`src/rtl/auth_request_arbiter_pkg.sv`:
```
// Shared definitions for the authentication request arbiter: descriptor field
// ranges, init_resp codes, FSM state encoding and requester source ids.
package auth_request_arbiter_pkg;

   localparam int unsigned DESC_W        = 8;

   // Descriptor layout: {slot, init_resp, usb, type}
   localparam int unsigned SLOT_MSB      = 7;
   localparam int unsigned SLOT_LSB      = 6;
   localparam int unsigned INIT_RESP_MSB = 5;
   localparam int unsigned INIT_RESP_LSB = 4;
   localparam int unsigned USB_MSB       = 3;
   localparam int unsigned USB_LSB       = 2;
   localparam int unsigned TYPE_MSB      = 1;
   localparam int unsigned TYPE_LSB      = 0;

   localparam logic [1:0] INIT_RESP_RESPONDER = 2'b01;
   localparam logic [1:0] INIT_RESP_INITIATOR = 2'b10;

   localparam logic SRC_PD    = 1'b0;
   localparam logic SRC_DEBUG = 1'b1;

   // One-hot arbiter states
   typedef enum logic [2:0] {
      StIdle  = 3'b001,
      StGrant = 3'b010,
      StBusy  = 3'b100
   } arb_state_e;

   // A descriptor is usable only if it names a responder or an initiator
   function automatic logic desc_is_bad(input logic [DESC_W-1:0] desc);
      logic [1:0] ir;
      ir = desc[INIT_RESP_MSB:INIT_RESP_LSB];
      return !((ir == INIT_RESP_RESPONDER) || (ir == INIT_RESP_INITIATOR));
   endfunction

endpackage

```
`src/rtl/auth_request_arbiter_fifo.sv`:
```
// auth_req_fifo: synchronous show-ahead FIFO holding 8-bit request descriptors.
// Push while full and pop while empty are ignored; push+pop together keep count.
module auth_req_fifo import auth_request_arbiter_pkg::*; #(
   parameter int unsigned FIFO_DEPTH = 4
) (
   input  logic                          clk,
   input  logic                          reset,
   input  logic                          push,
   input  logic                          pop,
   input  logic [DESC_W-1:0]             din,
   output logic [DESC_W-1:0]             dout,
   output logic                          full,
   output logic                          empty,
   output logic [$clog2(FIFO_DEPTH):0]   count
);

   localparam int unsigned PTR_W = $clog2(FIFO_DEPTH);
   localparam int unsigned CNT_W = PTR_W + 1;

   logic [DESC_W-1:0] mem [FIFO_DEPTH];
   logic [PTR_W-1:0]  wr_ptr_q, rd_ptr_q;
   logic [CNT_W-1:0]  count_q;
   logic              push_ok, pop_ok;

   assign push_ok = push && !full;
   assign pop_ok  = pop && !empty;

   // Pointers and occupancy; pointers wrap naturally since depth is a power of 2
   always_ff @(posedge clk) begin
      if (!reset) begin
         wr_ptr_q <= '0;
         rd_ptr_q <= '0;
         count_q  <= '0;
      end else begin
         if (push_ok) wr_ptr_q <= wr_ptr_q + PTR_W'(1);
         if (pop_ok)  rd_ptr_q <= rd_ptr_q + PTR_W'(1);
         if (push_ok && !pop_ok)      count_q <= count_q + CNT_W'(1);
         else if (pop_ok && !push_ok) count_q <= count_q - CNT_W'(1);
      end
   end

   // Storage needs no reset; pointers define which entries are live
   always_ff @(posedge clk) begin
      if (push_ok) mem[wr_ptr_q] <= din;
   end

   assign dout  = mem[rd_ptr_q];
   assign full  = (count_q == CNT_W'(FIFO_DEPTH));
   assign empty = (count_q == '0);
   assign count = count_q;

endmodule

```
`src/rtl/auth_request_arbiter.sv`:
```
// auth_request_arbiter: queues PD and DEBUG authentication descriptors and
// grants them one at a time to the driver, holding off the next grant until
// auth_done or a BUSY timeout. Malformed head descriptors are dropped.
// Build option: AUTH_ARB_DEBUG_PRIORITY_EN gives DEBUG strict priority over PD;
// otherwise the two queues are served round-robin.
module auth_request_arbiter import auth_request_arbiter_pkg::*; #(
   parameter int unsigned FIFO_DEPTH     = 4,
   parameter int unsigned TIMEOUT_CYCLES = 1024,
   parameter int unsigned TIMEOUT_W      = 16
) (
   input  logic                          clk,
   input  logic                          reset,
   input  logic                          pd_req_valid,
   input  logic [DESC_W-1:0]             pd_req_data,
   output logic                          pd_req_ready,
   input  logic                          debug_req_valid,
   input  logic [DESC_W-1:0]             debug_req_data,
   output logic                          debug_req_ready,
   output logic                          grant_valid,
   output logic [DESC_W-1:0]             grant_data,
   output logic                          grant_src,
   input  logic                          grant_ready,
   input  logic                          auth_done,
   output logic                          err_timeout,
   output logic                          err_bad_desc,
   output logic [$clog2(FIFO_DEPTH):0]   pd_count,
   output logic [$clog2(FIFO_DEPTH):0]   debug_count
);

   arb_state_e            state_q, state_d;
   logic                  last_src_q, last_src_d;
   logic [DESC_W-1:0]     grant_data_q, grant_data_d;
   logic                  grant_src_q, grant_src_d;
   logic [TIMEOUT_W-1:0]  timer_q, timer_d;
   logic                  err_timeout_q, err_timeout_d;
   logic                  err_bad_q, err_bad_d;

   logic                  pd_pop, debug_pop;
   logic                  pd_full, pd_empty, debug_full, debug_empty;
   logic [DESC_W-1:0]     pd_head, debug_head;
   logic                  sel_valid, sel_src;
   logic [DESC_W-1:0]     sel_data;

   auth_req_fifo #(.FIFO_DEPTH(FIFO_DEPTH)) u_pd_fifo (
      .clk   (clk),
      .reset (reset),
      .push  (pd_req_valid),
      .pop   (pd_pop),
      .din   (pd_req_data),
      .dout  (pd_head),
      .full  (pd_full),
      .empty (pd_empty),
      .count (pd_count)
   );

   auth_req_fifo #(.FIFO_DEPTH(FIFO_DEPTH)) u_debug_fifo (
      .clk   (clk),
      .reset (reset),
      .push  (debug_req_valid),
      .pop   (debug_pop),
      .din   (debug_req_data),
      .dout  (debug_head),
      .full  (debug_full),
      .empty (debug_empty),
      .count (debug_count)
   );

   // Pick which queue head the IDLE state looks at
   always_comb begin
      sel_valid = !pd_empty || !debug_empty;
`ifdef AUTH_ARB_DEBUG_PRIORITY_EN
      sel_src = debug_empty ? SRC_PD : SRC_DEBUG;
`else
      if (!pd_empty && !debug_empty) sel_src = ~last_src_q;
      else if (!pd_empty)            sel_src = SRC_PD;
      else                           sel_src = SRC_DEBUG;
`endif
      sel_data = (sel_src == SRC_DEBUG) ? debug_head : pd_head;
   end

   // Next-state, queue pops and error pulses
   always_comb begin
      state_d       = state_q;
      last_src_d    = last_src_q;
      grant_data_d  = grant_data_q;
      grant_src_d   = grant_src_q;
      timer_d       = timer_q;
      err_timeout_d = 1'b0;
      err_bad_d     = 1'b0;
      pd_pop        = 1'b0;
      debug_pop     = 1'b0;
      unique case (state_q)
         StIdle: begin
            if (sel_valid) begin
               if (desc_is_bad(sel_data)) begin
                  err_bad_d = 1'b1;
                  if (sel_src == SRC_DEBUG) debug_pop = 1'b1;
                  else                      pd_pop    = 1'b1;
               end else begin
                  grant_data_d = sel_data;
                  grant_src_d  = sel_src;
                  state_d      = StGrant;
               end
            end
         end
         StGrant: begin
            // Head stays queued until the driver takes it
            if (grant_ready) begin
               if (grant_src_q == SRC_DEBUG) debug_pop = 1'b1;
               else                          pd_pop    = 1'b1;
               last_src_d = grant_src_q;
               timer_d    = '0;
               state_d    = StBusy;
            end
         end
         StBusy: begin
            if (auth_done) begin
               state_d = StIdle;
            end else if (timer_q == TIMEOUT_W'(TIMEOUT_CYCLES - 1)) begin
               err_timeout_d = 1'b1;
               state_d       = StIdle;
            end else begin
               timer_d = timer_q + TIMEOUT_W'(1);
            end
         end
         default: state_d = StIdle;
      endcase
   end

   // State registers; last_src resets to DEBUG so PD wins the first tie
   always_ff @(posedge clk) begin
      if (!reset) begin
         state_q       <= StIdle;
         last_src_q    <= SRC_DEBUG;
         grant_data_q  <= '0;
         grant_src_q   <= SRC_PD;
         timer_q       <= '0;
         err_timeout_q <= 1'b0;
         err_bad_q     <= 1'b0;
      end else begin
         state_q       <= state_d;
         last_src_q    <= last_src_d;
         grant_data_q  <= grant_data_d;
         grant_src_q   <= grant_src_d;
         timer_q       <= timer_d;
         err_timeout_q <= err_timeout_d;
         err_bad_q     <= err_bad_d;
      end
   end

   assign pd_req_ready    = !pd_full;
   assign debug_req_ready = !debug_full;
   assign grant_valid     = (state_q == StGrant);
   assign grant_data      = grant_data_q;
   assign grant_src       = grant_src_q;
   assign err_timeout     = err_timeout_q;
   assign err_bad_desc    = err_bad_q;

endmodule

```
`config.mk`:
```
export PLATFORM = sky130hd
export DESIGN_NAME = auth_request_arbiter
export DESIGN_NICKNAME = d
export VERILOG_FILES = /design/src/rtl/auth_request_arbiter_pkg.sv /design/src/rtl/auth_request_arbiter_fifo.sv /design/src/rtl/auth_request_arbiter.sv
export SDC_FILE = /design/constraint.sdc
export NUM_CORES = 1
export LEC_CHECK = 0
export ABC_AREA = 1
export CORE_ASPECT_RATIO = 1.2
export CORE_UTILIZATION = 45
export CTS_CLUSTER_DIAMETER = 150
export CTS_CLUSTER_SIZE = 14
export DETAILED_ROUTE_END_ITERATION = 8
export PLACE_DENSITY_LB_ADDON = 0.25
export SYNTH_ARGS = -nofsm -noshare
export SYNTH_HDL_FRONTEND = slang
export SYNTH_HIERARCHICAL = 1
export SYNTH_SLANG_ARGS = --single-unit
```
`constraint.sdc`:
```
create_clock -name clk -period 3.4 [get_ports clk]
set_clock_uncertainty 0.15 [all_clocks]
set_input_delay 0.51 -clock clk [delete_from_list [all_inputs] [get_ports clk]]
set_output_delay 0.51 -clock clk [all_outputs]
set_load 0.005 [all_outputs]
```
==> results by group <==
Outcome
  • Outcome: finished, final reports clean

Logic synthesis
  • Xor and xnor area share after synthesis: 0.6654%
  • Largest family of logic cells by synthesized area: simple AND/OR/NAND/NOR gates
  • Synth top area share: 36.50%
  • Cells after synthesis: 597
  • Compound-Gate Fraction of Synth Area: 8.508%
  • Proportion of synthesized area in mux cells: 0%
  • Seq/Total Area, Yosys: 55.13%
  • Synth Area per Inst: 8.819 µm²
  • Post-Synth Adder-Cell Area: 3.375%
  • Synth unique cells: 30
  • Post-synth EDFFs: 64
  • Fraction of registers with async set/reset: 0%
  • Synth top area cells: edfxtp_1 (37%), dfxtp_1 (19%), nand2_1 (9.1%)
  • Synthesized flop and latch total: 113
  • Top FF cell, synth: edfxtp_1
  • Simple-gate share of the synthesized area: 25.21%
  • Syn_nets: 632
  • Ys Warns: 6
  • Mapped cell area: 0.005265 mm²
  • Largest area contributor in the netlist: edfxtp_1

Layout
  • Layout cells sized above 1: 11.54%
  • Post-route cell area: 0.006465 mm²
  • Final nets: 689
  • Antenna fix cells: 0
  • Layout Area Growth over Synthesis: 22.79%
  • Core Util, Final: 57.76%
  • FILL cells: 950
  • Final cell count without fillers: 821

Global routing
  • Number of global-route vias before repair: 3997
  • Global-route wire length before repair: 18470 µm
  • Largest net degree at the start of global routing: 25
  • GRT Overall Usage: 19.86%
  • GRT overflow: 0
  • Initial antenna violation count: 0

Clock network
  • CTS Sinks: 113
  • Longest Clk Path Bufs: 2
  • CTS Hold Buffers Added: 0
  • Worst-Skew Late Latency: 0.40 ns
  • Clock Root Buffer: clkbuf_16
  • CTS tree: built
  • Number of buffers created by CTS: 17
  • Clock transition time at the flip-flop clock pins of the worst setup and hold paths: 0.05 ns
  • CTS H-tree lvls: 4

Placed design
  • DP Area: 0.005806 mm²
  • Gpl congestion: 0.8532
  • DP HPWL: 7653 µm
  • Worst slack, placed: 0.1806 ns
  • PortBufs: 41
  • Post-Place Cells: 786

Timing
  • Final critical-path required period: 3.140 ns
  • Final Hold Viols: 0
  • Tcrit/Tclk final: 92.35%
  • Worst slew margin: 39.70%
  • Tightest Pin Transition: 0.9012 ns
  • Final Max Tran Viols: 0
  • Endpoints failing setup: 0
  • FMAX: 318.5 MHz
  • Worst Setup Slack, final: 0.2601 ns

Critical path
  • Setup crit start kind: flip-flop
  • Worst Setup SP: u_debug_fifo/count[0]$_SDFFE_PN0P_
  • R2R Setup Slk: 0.26 ns
  • Setup crit end kind: flip-flop
  • Worst EP arrival: 3.29 ns
  • CP required: 3.55 ns
  • FF-to-FF End: u_pd_fifo/count[2]$_SDFFE_PN0P_
  • WS Path Type: flip-flop to flip-flop
  • RR Startpoint: u_debug_fifo/count[0]$_SDFFE_PN0P_
  • Register-to-Register Path Depth: 19
  • CP max FO: 9

Routing
  • Pre-Repair DR Iteration Count: 4
  • DRT Wirelength: 11150 µm
  • Routed wire length per instance: 13.59 µm
  • Initial drt markers: 219
  • Antenna-violating nets left: 0
  • DRC: 0
  • Via count: 4078
  • Via density: 4.967

Pwr
  • Gate power share: 30.8%
  • Switch Pwr: 1753 µW
  • Sequential power share: 33.7%
  • Power Internal: 3500 µW
  • Sw Ratio: 33.37%
  • Power Density: 812.6 mW/mm²
  • LEAKAGE: 0.002566 µW
  • Maximum VDD drop: 453.6 µV
  • Power share of the clock group: 35.5%

Floorplan
  • Total Die Area: 0.01214 mm²
  • Core outline area: 0.01119 mm²
  • Die Y: 120.5 µm
  • Ports: 42
  • Row count: 42
  • Die width: 100.7 µm
  • Initial core utilization: 47.04%

Hold path
  • Min-delay src: grant_data[4]$_SDFFE_PN0P_
  • Hold Crit Endpoint: grant_data[4]$_SDFFE_PN0P_
  • Worst min path class: flip-flop to flip-flop
  • Hold Path Depth: 2

Flow run
  • Max-cap violations: 0
[power groups by stage]
stage	Clock [µW]	Combinational, µW	Sequential, µW
4_1_cts	1900	1590	1770
6_report	1870	1620	1770
3_5_place_dp	0	1570	1790
3_3_place_gp	0	1530	1790
5_1_grt	1950	1850	1790
2_1_floorplan	0	1170	1770
[registers in the layout, summed over array words and instances (netlist names), 2 cells and up, named ones only]
signal	count
u_pd_fifo/count	3
u_debug_fifo/rd_ptr_q	2
timer_q	16
u_pd_fifo/mem	32
state_q	3
u_debug_fifo/wr_ptr_q	2
u_debug_fifo/count	3
u_debug_fifo/mem	32
u_pd_fifo/wr_ptr_q	2
u_pd_fifo/rd_ptr_q	2
grant_data	8
[worst max-delay path by stage]
stage,depth (start not counted),endpoint
after global placement,17,u_pd_fifo/count[2]$_SDFFE_PN0P_
after global routing,19,u_pd_fifo/count[2]$_SDFFE_PN0P_
after CTS,19,u_pd_fifo/count[2]$_SDFFE_PN0P_
after detailed placement,19,u_debug_fifo/count[2]$_SDFFE_PN0P_
final,19,u_pd_fifo/count[2]$_SDFFE_PN0P_
after floorplan,16,u_debug_fifo/count[1]$_SDFFE_PN0P_
[Yosys cell counts, types with 2 or more instances]
library cell	n
nand2_1	127
nor2_1	112
inv_1	67
edfxtp_1	64
dfxtp_1	49
o21ai_0	28
nand3_1	24
a21oi_1	20
o22ai_1	16
nand2_2	12
ha_1	11
nand4_1	9
inv_2	8
buf_6	7
nand3b_1	7
o21ai_2	7
nand2_4	5
nor2_2	4
xor2_1	4
o21ai_1	3
buf_2	2
fa_1	2
o21bai_1	2
[metrics by stage]
| stage | TNS (ns) | hold slack (ns) | total power (µW) |
|---|---|---|---|
| floorplan | 0 | 0.2920 | 2941 |
| global placement | 0 | 0.3173 | 3312 |
| detailed placement | 0 | 0.3050 | 3360 |
| CTS | 0 | 0.3153 | 5252 |
| global route | -0.01062 | 0.3456 | 5588 |
| finish | 0 | 0.3157 | 5253 |
[worst max-delay path, cell delays in order (launching register included)]
cell and delay (ns):
dfxtp_1 0.42, nor2_1 0.09, nand2_1 0.16, inv_1 0.13, o21ai_4 0.31, nand2_1 0.09, nand2_1 0.09, nand2_1 0.12
nand4_1 0.13, o21ai_0 0.21, nand2_2 0.16, ha_1 0.17, inv_1 0.06, fa_1 0.38, inv_1 0.06, nand2_1 0.05
nand3_1 0.08, nand2_1 0.06, nand2_1 0.05, nor2_1 0.04
[cell usage in the layout (no fill, tap or decap), types with 2 or more instances in the layout]
cell / synthesis / layout
nand2_1: 127 / 127
nor2_1: 112 / 112
inv_1: 67 / 67
edfxtp_1: 64 / 64
dfxtp_1: 49 / 49
clkdlybuf4s50_1: 0 / 41
o21ai_0: 28 / 27
nand3_1: 24 / 24
a21oi_1: 20 / 20
clkbuf_16: 0 / 17
o22ai_1: 16 / 16
nand2_2: 12 / 12
ha_1: 11 / 11
nand4_1: 9 / 9
inv_2: 8 / 8
nand3b_1: 7 / 7
buf_4: 0 / 7
o21ai_2: 7 / 6
nand2_4: 5 / 5
o21ai_1: 3 / 4
nor2_2: 4 / 4
xor2_1: 4 / 4
bufinv_16: 0 / 4
clkinvlp_4: 0 / 3
clkinv_4: 0 / 3
o21bai_1: 2 / 2
clkbuf_1: 1 / 2
fa_1: 2 / 2
[kinds of logic (layout without fill, tap and decap cells)]
family,Yosys count,in the layout
buffers and inverters,85,155
adder cells (fa/ha/maj),13,13
XOR/XNOR,4,4
AND/OR/NAND/NOR,304,304
AO/OA/AOI/OAI,78,78
flip-flops,113,113
[final cells by class]
type / count / area (µm²) / share of cell area (%)
Clock buffer: 20 / 446.7 / 6.909
Clock inverter: 12 / 182.7 / 2.826
Inverter: 75 / 281.5 / 4.355
Multi-Input combinational cell: 399 / 1996 / 30.87
Sequential cell: 113 / 2903 / 44.90
Tap cell: 154 / 192.7 / 2.980
Timing Repair Buffer: 48 / 462.9 / 7.161
[layer usage]
layer	global-route usage [%]	routed length, µm	vias up
li1	-	-	2069
met1	24.85	4970	1926
met2	33.22	5581	71
met3	4.220	451	12
met4	8.152	150	0
met5	0	0	-
[repair_timing]
action                                 CTS  global route
endpoints found under the hold margin    0             0
gates resized for setup                  0             2
setup endpoints to repair                0             4
buffers inserted                         0             3
Power figures use the tool's default switching activity.
